===== src/rtl/regfile_scoreboard_if.sv =====
// regfile_scoreboard_if
//   Bundles the decode, writeback and hazard-side signals of the register
//   file so they travel as one port.
//   master : the pipeline side. It drives the read addresses, the write
//            strobes and the issue strobe, and it receives the read data,
//            the busy flags, hazard and pend_count.
//   slave  : the register file itself.
//   Parameters: DATA_W is the register width. ADDR_W is the address width.
interface regfile_scoreboard_if #(
  parameter int DATA_W = 32,
  parameter int ADDR_W = 5
);
  logic [ADDR_W-1:0] rd_addr1;
  logic [ADDR_W-1:0] rd_addr2;
  logic [ADDR_W-1:0] rd_addr3;
  logic [DATA_W-1:0] rd_data1;
  logic [DATA_W-1:0] rd_data2;
  logic [DATA_W-1:0] rd_data3;

  logic              wr_en_a;
  logic [ADDR_W-1:0] wr_addr_a;
  logic [DATA_W-1:0] wr_data_a;
  logic              wr_en_b;
  logic [ADDR_W-1:0] wr_addr_b;
  logic [DATA_W-1:0] wr_data_b;

  logic              issue_en;
  logic [ADDR_W-1:0] issue_addr;

  logic              busy1;
  logic              busy2;
  logic              busy3;
  logic              hazard;
  logic [ADDR_W:0]   pend_count;

  modport master (
    output rd_addr1, rd_addr2, rd_addr3,
    output wr_en_a, wr_addr_a, wr_data_a,
    output wr_en_b, wr_addr_b, wr_data_b,
    output issue_en, issue_addr,
    input  rd_data1, rd_data2, rd_data3,
    input  busy1, busy2, busy3, hazard, pend_count
  );

  modport slave (
    input  rd_addr1, rd_addr2, rd_addr3,
    input  wr_en_a, wr_addr_a, wr_data_a,
    input  wr_en_b, wr_addr_b, wr_data_b,
    input  issue_en, issue_addr,
    output rd_data1, rd_data2, rd_data3,
    output busy1, busy2, busy3, hazard, pend_count
  );
endinterface


===== src/rtl/regfile_scoreboard.sv =====
// regfile_scoreboard
//   Register file with these features:
//     - three combinational read ports,
//     - two prioritised write ports (A beats B on the same address),
//     - same-cycle write-to-read bypass,
//     - an optional hardwired zero register,
//     - a per-register pending scoreboard with a registered pending count.
//   Ports:
//     clock - rising-edge clock.
//     reset - synchronous, active-high. It clears the array, the
//             scoreboard and the count, and it forces the read data and
//             busy outputs to 0 while it is held.
//     bus   - regfile_scoreboard_if.slave. It carries the read ports, the
//             write ports A and B, the issue strobe, busy1-3, hazard and
//             pend_count.
//   Parameters:
//     DATA_W   - register width.
//     ADDR_W   - address width. The depth is 2**ADDR_W.
//     ZERO_REG - 1 makes register 0 read as zero. Writes and issues to
//                register 0 are then ignored.
module regfile_scoreboard #(
  parameter int DATA_W   = 32,
  parameter int ADDR_W   = 5,
  parameter int ZERO_REG = 1
) (
  input  logic                 clock,
  input  logic                 reset,
  regfile_scoreboard_if.slave  bus
);

  localparam int                DEPTH     = 2 ** ADDR_W;
  localparam logic [ADDR_W-1:0] ADDR_ZERO = {ADDR_W{1'b0}};
  localparam logic              ZERO_EN   = (ZERO_REG != 0);

  logic [DATA_W-1:0] regMem [DEPTH];
  logic [DEPTH-1:0]  pending;
  logic [ADDR_W:0]   pendCount;

  logic              wrEffA;
  logic              wrEffB;
  logic              issueEff;
  logic              storeB;
  logic [ADDR_W-1:0] rdAddr [3];
  logic [DATA_W-1:0] rdData [3];
  logic [2:0]        busy;
  logic [DEPTH-1:0]  pendingNxt;
  logic [ADDR_W:0]   pendCountNxt;
  logic              riseIssue;
  logic              fallA;
  logic              fallB;

  function automatic logic isZeroAddr(input logic [ADDR_W-1:0] addr);
    return ZERO_EN && (addr == ADDR_ZERO);
  endfunction

  assign rdAddr[0] = bus.rd_addr1;
  assign rdAddr[1] = bus.rd_addr2;
  assign rdAddr[2] = bus.rd_addr3;

  // Drop any strobe that targets the hardwired zero register. B only
  // stores when A is not writing the same address.
  always_comb begin
    wrEffA   = bus.wr_en_a  && !isZeroAddr(bus.wr_addr_a);
    wrEffB   = bus.wr_en_b  && !isZeroAddr(bus.wr_addr_b);
    issueEff = bus.issue_en && !isZeroAddr(bus.issue_addr);
    storeB   = wrEffB && !(wrEffA && (bus.wr_addr_a == bus.wr_addr_b));
  end

  // Read mux with bypass, plus busy flags. A same-cycle write supplies the
  // value, so the matching busy flag is masked and no stall is needed.
  always_comb begin
    for (int p = 0; p < 3; p++) begin
      if (reset) begin
        rdData[p] = {DATA_W{1'b0}};
      end else if (isZeroAddr(rdAddr[p])) begin
        rdData[p] = {DATA_W{1'b0}};
      end else if (wrEffA && (bus.wr_addr_a == rdAddr[p])) begin
        rdData[p] = bus.wr_data_a;
      end else if (wrEffB && (bus.wr_addr_b == rdAddr[p])) begin
        rdData[p] = bus.wr_data_b;
      end else begin
        rdData[p] = regMem[rdAddr[p]];
      end
      busy[p] = !reset
             && !isZeroAddr(rdAddr[p])
             && pending[rdAddr[p]]
             && !(wrEffA && (bus.wr_addr_a == rdAddr[p]))
             && !(wrEffB && (bus.wr_addr_b == rdAddr[p]));
    end
  end

  // Next scoreboard vector. An issue to an address re-marks it pending even
  // when a write clears the same address, because the new producer wins.
  always_comb begin
    pendingNxt = {DEPTH{1'b0}};
    for (int i = 0; i < DEPTH; i++) begin
      pendingNxt[i] = (issueEff && (bus.issue_addr == ADDR_W'(i)))
                   || (pending[i]
                       && !(wrEffA && (bus.wr_addr_a == ADDR_W'(i)))
                       && !(wrEffB && (bus.wr_addr_b == ADDR_W'(i))));
    end
  end

  // Incremental count update. A bit that is set from 0 adds one, and a bit
  // that is cleared from 1 subtracts one. fallB is suppressed when A
  // already clears the same bit, so that bit is not counted twice.
  always_comb begin
    riseIssue = issueEff && !pending[bus.issue_addr];
    fallA     = wrEffA && pending[bus.wr_addr_a]
             && !(issueEff && (bus.issue_addr == bus.wr_addr_a));
    fallB     = wrEffB && pending[bus.wr_addr_b]
             && !(issueEff && (bus.issue_addr == bus.wr_addr_b))
             && !(wrEffA && (bus.wr_addr_a == bus.wr_addr_b));
    pendCountNxt = pendCount
                 + {{ADDR_W{1'b0}}, riseIssue}
                 - {{ADDR_W{1'b0}}, fallA}
                 - {{ADDR_W{1'b0}}, fallB};
  end

  // Storage array. Reset clears every entry and discards writes in that
  // cycle.
  always_ff @(posedge clock) begin
    if (reset) begin
      for (int i = 0; i < DEPTH; i++) begin
        regMem[i] <= {DATA_W{1'b0}};
      end
    end else begin
      if (storeB) begin
        regMem[bus.wr_addr_b] <= bus.wr_data_b;
      end
      if (wrEffA) begin
        regMem[bus.wr_addr_a] <= bus.wr_data_a;
      end
    end
  end

  // Scoreboard and pending-count registers.
  always_ff @(posedge clock) begin
    if (reset) begin
      pending   <= {DEPTH{1'b0}};
      pendCount <= {(ADDR_W + 1){1'b0}};
    end else begin
      pending   <= pendingNxt;
      pendCount <= pendCountNxt;
    end
  end

  assign bus.rd_data1   = rdData[0];
  assign bus.rd_data2   = rdData[1];
  assign bus.rd_data3   = rdData[2];
  assign bus.busy1      = busy[0];
  assign bus.busy2      = busy[1];
  assign bus.busy3      = busy[2];
  assign bus.hazard     = busy[0] | busy[1];
  assign bus.pend_count = pendCount;

endmodule


===== src/flat_wrapper.sv =====
// flat-port wrapper written by rule: the top's interface ports become plain ports
module regfile_scoreboard_flat 
#(
  parameter int DATA_W   = 32,
  parameter int ADDR_W   = 5,
  parameter int ZERO_REG = 1
)
  (clock, reset, bus_rd_addr1, bus_rd_addr2, bus_rd_addr3, bus_wr_en_a, bus_wr_addr_a, bus_wr_data_a, bus_wr_en_b, bus_wr_addr_b, bus_wr_data_b, bus_issue_en, bus_issue_addr, bus_rd_data1, bus_rd_data2, bus_rd_data3, bus_busy1, bus_busy2, bus_busy3, bus_hazard, bus_pend_count);
  regfile_scoreboard_if #(.DATA_W(DATA_W), .ADDR_W(ADDR_W)) bus_i ();
  input  logic clock;
  input  logic reset;
  input wire logic [$bits(bus_i.rd_addr1)-1:0] bus_rd_addr1;
  input wire logic [$bits(bus_i.rd_addr2)-1:0] bus_rd_addr2;
  input wire logic [$bits(bus_i.rd_addr3)-1:0] bus_rd_addr3;
  input wire logic [$bits(bus_i.wr_en_a)-1:0] bus_wr_en_a;
  input wire logic [$bits(bus_i.wr_addr_a)-1:0] bus_wr_addr_a;
  input wire logic [$bits(bus_i.wr_data_a)-1:0] bus_wr_data_a;
  input wire logic [$bits(bus_i.wr_en_b)-1:0] bus_wr_en_b;
  input wire logic [$bits(bus_i.wr_addr_b)-1:0] bus_wr_addr_b;
  input wire logic [$bits(bus_i.wr_data_b)-1:0] bus_wr_data_b;
  input wire logic [$bits(bus_i.issue_en)-1:0] bus_issue_en;
  input wire logic [$bits(bus_i.issue_addr)-1:0] bus_issue_addr;
  output wire logic [$bits(bus_i.rd_data1)-1:0] bus_rd_data1;
  output wire logic [$bits(bus_i.rd_data2)-1:0] bus_rd_data2;
  output wire logic [$bits(bus_i.rd_data3)-1:0] bus_rd_data3;
  output wire logic [$bits(bus_i.busy1)-1:0] bus_busy1;
  output wire logic [$bits(bus_i.busy2)-1:0] bus_busy2;
  output wire logic [$bits(bus_i.busy3)-1:0] bus_busy3;
  output wire logic [$bits(bus_i.hazard)-1:0] bus_hazard;
  output wire logic [$bits(bus_i.pend_count)-1:0] bus_pend_count;
  assign bus_i.rd_addr1 = bus_rd_addr1;
  assign bus_i.rd_addr2 = bus_rd_addr2;
  assign bus_i.rd_addr3 = bus_rd_addr3;
  assign bus_i.wr_en_a = bus_wr_en_a;
  assign bus_i.wr_addr_a = bus_wr_addr_a;
  assign bus_i.wr_data_a = bus_wr_data_a;
  assign bus_i.wr_en_b = bus_wr_en_b;
  assign bus_i.wr_addr_b = bus_wr_addr_b;
  assign bus_i.wr_data_b = bus_wr_data_b;
  assign bus_i.issue_en = bus_issue_en;
  assign bus_i.issue_addr = bus_issue_addr;
  assign bus_rd_data1 = bus_i.rd_data1;
  assign bus_rd_data2 = bus_i.rd_data2;
  assign bus_rd_data3 = bus_i.rd_data3;
  assign bus_busy1 = bus_i.busy1;
  assign bus_busy2 = bus_i.busy2;
  assign bus_busy3 = bus_i.busy3;
  assign bus_hazard = bus_i.hazard;
  assign bus_pend_count = bus_i.pend_count;
  regfile_scoreboard #(.DATA_W(DATA_W), .ADDR_W(ADDR_W), .ZERO_REG(ZERO_REG)) u_core (.clock(clock), .reset(reset), .bus(bus_i));
endmodule

===== config.mk =====
export PLATFORM = sky130hd
export DESIGN_NAME = regfile_scoreboard_flat
export DESIGN_NICKNAME = d
export VERILOG_FILES = /design/src/rtl/regfile_scoreboard_if.sv /design/src/rtl/regfile_scoreboard.sv /design/src/flat_wrapper.sv
export SDC_FILE = /design/constraint.sdc
export NUM_CORES = 2
export LEC_CHECK = 0
export BUFFER_PORTS_ARGS = -buffer_cell sky130_fd_sc_hd__buf_4
export CAP_MARGIN = 25
export CORE_UTILIZATION = 38
export CTS_CLUSTER_DIAMETER = 80
export DETAILED_ROUTE_END_ITERATION = 16
export GPL_ROUTABILITY_DRIVEN = 0
export PLACE_DENSITY = 0.56
export SYNTH_ARGS = -nofsm -noshare
export SYNTH_HDL_FRONTEND = slang
export SYNTH_SLANG_ARGS = --single-unit

===== constraint.sdc =====
create_clock -name clock -period 6.5 [get_ports clock]
set_clock_uncertainty 0.2 [all_clocks]
set_input_delay 0.65 -clock clock [delete_from_list [all_inputs] [get_ports clock]]
set_output_delay 0.65 -clock clock [all_outputs]
set_load 0.005 [all_outputs]

==> results.toml <==
[clock_network]
ctsResizeCount = 0
cts_tree = "yes"
htreeDepth = 4
cts_sinks = 1062
clk_pin_slew_ps = 60
insertion_delay_ps = 810
clock_path_buffers = 3
cts_root_buf = "clkbuf_16"
post-cts-setup-buffers = 0
numCtsBuffers = 131
cts_hold_buf = 1

[critical_path]
worstSetupEndpointType = "output port"
startpoint = "bus_wr_addr_a[0]"
start_kind = "primary input"
worstPathRequired_ps = 5650
path_max_fanout = 25
crit_type = "primary input to output port"
crit_arrival_ps = 4520
timing.rr.start = "u_core.pending[19]$_SDFF_PP0_"
rrSetupSlack_ps = 2400

[global_route]
grt_max_degree = 69
grt-ovfl-total = 0
antenna_found_initial = 21
grt_pass1_vias = 58300
use_met2_pct = 54.6
met1_usage_pct = 46.0
busiest_layer = "met2"
grt_pass1_wl_um = 495000
met3_usage_pct = 14.6
track_usage_pct = 37.8

[timing]
rsz0062_at_grt = "no"
tns_ps = 0
fin_crit_ps = 5370
post-route-period-util_pct = 82.6
finalMaxSlewViolations = 0
worstMarginPinSlew_ps = 1220
hold_viol_final = 0
setup-violations-final = 0
max-slew-margin-rel_pct = 18.5
fmax_mhz = 186

[drt]
ant_nets = 0
route.detailed.drc = 0
via_per_inst = 8.05
post_drt_wl_per_cell_um = 48.6
first_iter_violations = 11100
wirelength_um = 371000
dr.pass1.iters = 8
vias = 61500

[cells_and_area]
utilization_pct = 42.8
drive_above_1_share_pct = 26.7
syn_to_final_growth_pct = 11.4
n_fill_cell = 16800
final_cell_mix = "1083 x a22o_1, 1024 x edfxtp_1, 629 x mux4_2"
mostFrequentLayoutCell = "a22o_1"
fin_nets = 5137

[status]
status = "finished clean"

[synth]
synth_edf_count = 1024
ys_seq_area_share_pct = 44.1
netlist_instances = 5272
synth_ff_type = "edfxtp_1"
synthArstFlopShare_pct = 0
synth_area_um2 = 71500
synth_area_per_cell_um2 = 13.6
synth_cell_types = 75
synth_seq_cells = 1062
synth_warnings = 0

[run]
cap_violations = 0

[floorplan]
placementRows = 158
fp.dieH_um = 436
core_um2 = 186000
die_area_um2 = 190000
fp.dieW_um = 436
pin_count = 205
initial_core_util_pct = 38.4

[min_path]
hold_class = "primary input to flop"
min_from = "bus_issue_addr[3]"

[power]
p_leak_nw = 26.7
ir_drop_v = 0.000310
powerDensity_nw_per_um2 = 240

[placed_design]
io_buffers = 204
dp_hpwl_um = 210000
## report_power, final
part / switching (W) / internal, W / total (W)
sequential: 0.000307 / 0.00794 / 0.00825
combinational: 0.00217 / 0.00130 / 0.00347
clock: 0.00326 / 0.00414 / 0.00740
total: 0.00574 / 0.0134 / 0.0191
## per-layer routing
layer	vias up	routed length, um
li1	22000	-
met1	31000	124000
met5	-	225
met3	1813	58300
met2	6630	157000
met4	10	31300
## layout make-up
type | instances | area [um2] | area share (%)
multi-input cells | 3379 | 36800 | 46.2
flip-flops and latches | 1062 | 31500 | 39.6
repair buffers | 445 | 3950 | 4.95
clock buffers | 156 | 3450 | 4.33
well taps | 2480 | 3100 | 3.90
clock inverters | 77 | 731 | 0.917
diodes | 21 | 52.6 | 0.0660
inverters | 11 | 41.3 | 0.0518
## cells in the mapped netlist, types with 5 or more instances
cell,count,area share [%]
a22o_1,1083,13
edfxtp_1,1024,43
mux4_2,629,20
clkbuf_1,491,2.6
mux2i_1,393,5.5
buf_2,182,1.3
a22oi_1,161,1.7
o221ai_1,131,1.6
a211oi_1,127,1.3
nand2_1,126,0.66
a21oi_1,100,0.70
o22ai_1,96,0.84
buf_1,90,0.47
buf_4,78,0.82
nor2_1,72,0.38
dfxtp_1,38,1.1
o21ai_0,38,0.27
a32oi_1,36,0.44
a221o_1,33,0.46
a2111oi_0,32,0.39
xnor2_1,31,0.38
nand3_1,29,0.20
o211ai_1,28,0.29
nor2_4,23,0.36
nor2b_1,22,0.19
xor2_1,18,0.22
nand2b_1,12,0.11
nor3_1,12,0.084
inv_1,10,0.053
a21o_1,9,0.094
buf_6,9,0.14
o311ai_0,9,0.11
nor2_2,8,0.070
nor4_1,8,0.070
a32o_1,7,0.098
and2_1,6,0.053
ha_1,6,0.11
nand3b_1,5,0.053
or3b_2,5,0.061
## kinds of logic (layout without fill, tap and decap cells)
logic type / after synthesis / count (layout) / share of synthesized area (%)
other: 1 / 53 / 0.00525
multiplexers: 1023 / 1023 / 25.3
buffers and inverters: 862 / 689 / 5.35
AND/OR/NAND/NOR: 354 / 354 / 2.56
adder cells (fa/ha/maj): 8 / 8 / 0.161
XOR/XNOR: 49 / 49 / 0.600
flip-flops: 1062 / 1062 / 44.1
AO/OA/AOI/OAI: 1913 / 1913 / 21.9
## state kept, by name, summed over array words and instances, names as in the netlist
signal and count:
u_core.regMem 1024, u_core.pending 32, u_core.bus.pend_count 6
## per-stage QoR
step | power (W) | worst slack [ps] | hold WS [ps] | area [um2] | cells
finish | 0.0191 | 1130 | 43.5 | 79700 | 7631
global route | 0.0194 | 1300 | 41.9 | 79600 | 7613
CTS | 0.0189 | 1470 | 8.69 | 79500 | 7605
detailed placement | 0.0117 | 1470 | 366 | 75300 | 7371
global placement | 0.0116 | 904 | 352 | 75100 | 7361
floorplan | 0.0103 | 1460 | 285 | 71600 | 5303
## worst paths after layout
kind,end,depth (start not counted)
min reg2reg,u_core.pending[0]$_SDFF_PP0_,1
max,bus_rd_data2[9],8
min,u_core.pending[26]$_SDFF_PP0_,3
max reg2reg,u_core.bus.pend_count[5]$_SDFF_PP0_,13
## worst max-delay path, cell delays in order
cell,delay (ps)
buf_4,230
or2_1,300
o31ai_4,760
o31a_2,400
nand2b_2,600
buf_16,420
o21ai_1,860
buf_4,250
Note: power is estimated with default switching activity, not from simulation.
